### src/rtl/countdown_timer.sv
// Loadable down-counter with start/busy/done handshake.
// One-shot or periodic (auto_reload) terminal-count pulse generator.
module countdown_timer #(
    parameter int BUS_WIDTH = 8
) (
    input  logic                 clk,
    input  logic                 rst,
    input  logic                 st,
    input  logic [BUS_WIDTH-1:0] X,
    input  logic                 en,
    input  logic                 auto_reload,
    input  logic                 stop,
    output logic [BUS_WIDTH-1:0] o,
    output logic                 busy,
    output logic                 done,
    output logic                 zero
);

    typedef enum logic {IDLE, RUN} state_t;

    state_t               state;
    state_t               state_nxt;
    logic [BUS_WIDTH-1:0] rl;
    logic [BUS_WIDTH-1:0] rl_nxt;
    logic [BUS_WIDTH-1:0] count_nxt;
    logic                 done_nxt;

    always_ff @(posedge clk) begin
        if (rst) begin
            state <= IDLE;
            o     <= '0;
            rl    <= '0;
            done  <= 1'b0;
        end else begin
            state <= state_nxt;
            o     <= count_nxt;
            rl    <= rl_nxt;
            done  <= done_nxt;
        end
    end

    // Priority: load beats abort beats counting; o==0 is never decremented.
    always_comb begin
        state_nxt = state;
        count_nxt = o;
        rl_nxt    = rl;
        done_nxt  = 1'b0;
        if (st) begin
            count_nxt = X;
            rl_nxt    = X;
            if (X != '0) begin
                state_nxt = RUN;
            end else begin
                state_nxt = IDLE;
                done_nxt  = 1'b1;
            end
        end else if (state == RUN) begin
            if (stop) begin
                state_nxt = IDLE;
            end else if (en) begin
                if (o == BUS_WIDTH'(1)) begin
                    done_nxt = 1'b1;
                    if (auto_reload) begin
                        count_nxt = rl;
                    end else begin
                        count_nxt = '0;
                        state_nxt = IDLE;
                    end
                end else if (o != '0) begin
                    count_nxt = o - BUS_WIDTH'(1);
                end
            end
        end
    end

    assign busy = (state == RUN);
    assign zero = (o == '0);

endmodule
### config.mk
export PLATFORM = sky130hd
export DESIGN_NAME = countdown_timer
export DESIGN_NICKNAME = d
export VERILOG_FILES = /design/src/rtl/countdown_timer.sv
export SDC_FILE = /design/constraint.sdc
export NUM_CORES = 1
export LEC_CHECK = 0
export CORE_MARGIN = 4
export CORE_UTILIZATION = 40
export DETAILED_ROUTE_END_ITERATION = 16
export PLACE_DENSITY = 0.68
export SLEW_MARGIN = 30
export SYNTH_ARGS = -nofsm -noshare
export SYNTH_HDL_FRONTEND = slang
export SYNTH_SLANG_ARGS = --single-unit
export TNS_END_PERCENT = 10
### constraint.sdc
create_clock -name clk -period 5.2 [get_ports clk]
set_input_delay 0.52 -clock clk [delete_from_list [all_inputs] [get_ports clk]]
set_output_delay 0.52 -clock clk [all_outputs]
set_load 0.02 [all_outputs]
==> Implementation_results.wiki <==
{| class="wikitable"
! Metric !! Value
|-
| Placeable Area || 2520 sq um
|-
| Class of the most critical setup path || reg -> out
|-
| Clock buffer depth || 2
|-
| Vias per inst || 5.92
|-
| Final cycle utilization of the critical path || 0.576
|-
| Ports placed on the boundary || 25
|-
| Maximum vdd drop || 170 uV
|-
| Synth Warn # || 0
|-
| First-pass GRT wire length || 4770 microns
|-
| Instance area at placement || 1320 sq um
|-
| Startpoint class of the critical path || flop
|-
| Height of the die || 60.1 microns
|-
| Placed cell count || 178
|-
| Clock latency of the later-clocked register in the worst-skew pair || 0.31 ns
|-
| Cells taking the most area after synthesis || sky130_fd_sc_hd__dfxtp_1, sky130_fd_sc_hd__mux2i_1, sky130_fd_sc_hd__nor2_1
|-
| Critical Path RT || 4.68 ns
|-
| Status || finished clean
|-
| Initial core utilization || 0.430
|-
| Largest net degree at the start of global routing || 22
|-
| Unrepaired setup endpoints after global routing || false
|-
| Via count of the first global-routing pass || 989
|-
| Slew at the pin closest to its max-slew limit || 0.832 ns
|-
| Total number of vias || 1078
|-
| Antenna cells || 0
|-
| Sequential area share after synthesis || 0.332
|-
| Critical Path Source || o[4]$_SDFFE_PP0P_
|-
| Global Route Usage Sum || 0.177
|-
| # H-tree levels || 1
|-
| Max_cap viols || 0
|-
| Number of instances in the synthesized netlist || 129
|-
| Placed wire-length estimate || 2150 microns
|-
| Share of post-route cells with drive strength above 1 || 0.0855
|-
| EDFF count, synth || 0
|-
| Cell type contributing the most total cell area after synthesis || sky130_fd_sc_hd__dfxtp_1
|-
| Area growth syn-to-layout || 25.1%
|-
| Count of input and output buffers || 24
|-
| Final number of hold-violating endpoints || 0
|-
| Slew margin rel. || 0.444
|-
| Total power density per cell area || 256 nW/um^2
|-
| CTS tree || done
|-
| Reg-to-Reg Start || o[4]$_SDFFE_PP0P_
|-
| Final weighted congestion in routability-driven placement || 0.887
|-
| Worst hold slack || 0.486 ns
|-
| Mean post-synth cell area || 8.41 sq um
|-
| Period minus WS final || 3.00 ns
|-
| Setup repair bufs after CTS || 0
|-
| Most used flip-flop cell after synthesis || sky130_fd_sc_hd__dfxtp_1
|-
| Final setup vio count || 0
|-
| Total Neg Setup Slack || 0 ns
|-
| Post-layout instance count excluding filler cells || 182
|-
| Clock Skew || 0.0153 ns
|-
| Clock slew seen by the registers of the worst setup and hold paths || 0.12 ns
|-
| Data arrival time of the critical path || 2.48 ns
|-
| Number of instances resized during post-cts repair || 0
|-
| Total congestion overflow after global routing || 0
|-
| Routed Wire Length || 2830 microns
|-
| Number of inserted filler cells in the final layout || 247
|-
| Proportion of netlist area held by the largest area contributor || 0.332
|-
| Iteration-0 DRC Markers || 56
|-
| Count of TritonRoute iterations in the first routing pass || 4
|-
| Post-detailed-route wirelength per cell || 15.5 microns
|-
| # clock sinks || 18
|-
| Number of nets at the end of the flow || 170
|-
| Worst min-delay path class || reg -> reg
|-
| Static leakage || 0.530 nW
|-
| Final Slew Violations || 0
|-
| Initial antenna violation count || 0
|-
| Number of rows created at floorplan || 18
|-
| Nature of the critical path endpoint || output port
|-
| Finished Cell Area || 1360 sq um
|-
| CTS Root Cell || sky130_fd_sc_hd__clkbuf_4
|-
| Highest fanout seen on the critical path || 13
|-
| Worst slack at placement || 2.57 ns
|-
| Maximum clock frequency || 0.334 GHz
|-
| Horizontal extent of the die || 60.1 microns
|-
| Number of distinct library cell variants in the gate-level netlist after synthesis || 44
|-
| Netlist area before placement || 1080 sq um
|-
| Total of hold buffers inserted after clock tree synthesis || 0
|-
| Fraction of synthesis flops using an asynchronous set or reset pin || 0
|-
| DRT antenna net count || 0
|-
| Residual DRC count || 0
|-
| Flip-flop and latch count after synthesis || 18
|-
| Setup WS post-layout || 2.20 ns
|-
| Hold wc startpoint || rl[1]$_SDFFE_PP0P_
|-
| Overall die area || 3610 sq um
|-
| Total nets after synthesis || 146
|-
| Number of CTS-inserted buffers || 3
|}
## final timing paths
path,slack (ns),cells after the start,to
max,2.20,4,zero
min,0.49,2,rl[1]$_SDFFE_PP0P_
max reg2reg,3.16,5,o[2]$_SDFFE_PP0P_
min reg2reg,0.49,2,rl[1]$_SDFFE_PP0P_
## metrics by stage
step / total power, W / utilization
floorplan: 0.000224 / -
global placement: 0.000258 / 0.524
detailed placement: 0.000258 / 0.524
CTS: 0.000347 / 0.538
global route: 0.000365 / 0.538
finish: 0.000347 / 0.538
## cell usage after synthesis, types with 2 or more instances
cell and number:
sky130_fd_sc_hd__nor3_1 2, sky130_fd_sc_hd__nor3b_1 2, sky130_fd_sc_hd__nand2_1 12, sky130_fd_sc_hd__buf_4 2, sky130_fd_sc_hd__a222oi_1 2, sky130_fd_sc_hd__dfxtp_1 18, sky130_fd_sc_hd__and3_1 2, sky130_fd_sc_hd__a21oi_1 10
sky130_fd_sc_hd__and2_1 2, sky130_fd_sc_hd__xor2_1 2, sky130_fd_sc_hd__mux2i_1 7, sky130_fd_sc_hd__buf_6 2, sky130_fd_sc_hd__and3_2 2, sky130_fd_sc_hd__nor4_1 3, sky130_fd_sc_hd__a31oi_1 4, sky130_fd_sc_hd__nor2_1 15
sky130_fd_sc_hd__nand3_1 3, sky130_fd_sc_hd__o21ai_0 4, sky130_fd_sc_hd__inv_1 6, sky130_fd_sc_hd__a311oi_1 2, sky130_fd_sc_hd__ha_1 3, sky130_fd_sc_hd__xnor2_1 2
## sequential cells by signal (all words and copies together), names as in the netlist
name,cells
done,1
busy,1
rl,8
o,8
## report_power, final
group | total (W) | switching [W] | internal (W)
sequential | 0.000159 | 0.0000125 | 0.000147
clock | 0.0000912 | 0.0000485 | 0.0000427
combinational | 0.0000967 | 0.0000497 | 0.0000469
total | 0.000347 | 0.000111 | 0.000236
## cell type report
class                      instances  area, sq um  share of cell area
clock buffer                       4         36.3              0.0267
inverter                           6         22.5              0.0166
multi-input combinational        100          661               0.487
sequential                        18          360               0.265
tap                               30         37.5              0.0276
timing repair buffer              24          240               0.177
## cells by family after synthesis
kind of cell | Yosys count | synth area share
fa+ha+maj | 3 | 0.0346
buf+inv | 11 | 0.0588
flops | 18 | 0.332
xor+xnor | 4 | 0.0323
simple gates | 54 | 0.272
compound gates | 32 | 0.205
mux | 7 | 0.0646
## per-layer routing
metal	vias to the layer above	GRT usage	part of all wire
li1	518	-	-
met1	494	0.243	0.43
met2	59	0.262	0.46
met3	7	0.0346	0.090
met4	0	0.0854	0.020
met5	-	0	0
## critical path: stages (launching register included)
cell                              delay, ns
sky130_fd_sc_hd__dfxtp_1               0.38
sky130_fd_sc_hd__or4_4                 0.57
sky130_fd_sc_hd__nor3_4                0.41
sky130_fd_sc_hd__and2_2                0.22
sky130_fd_sc_hd__clkdlybuf4s50_1       0.59
## placed cells by master, fill, tap and decap left out, types with 3 or more instances in the layout
cell type                         netlist  final
sky130_fd_sc_hd__dfxtp_1               18     18
sky130_fd_sc_hd__ha_1                   3      3
sky130_fd_sc_hd__nand2_1               12     12
sky130_fd_sc_hd__inv_1                  6      6
sky130_fd_sc_hd__a21oi_1               10     10
sky130_fd_sc_hd__a31oi_1                4      4
sky130_fd_sc_hd__nand3_1                3      3
sky130_fd_sc_hd__mux2i_1                7      7
sky130_fd_sc_hd__o21ai_0                4      4
sky130_fd_sc_hd__nor2_1                15     15
sky130_fd_sc_hd__clkdlybuf4s50_1        0     24
sky130_fd_sc_hd__clkbuf_4               0      3
sky130_fd_sc_hd__nor4_1                 3      3
No activity file was read; power rests on OpenSTA's default activity.
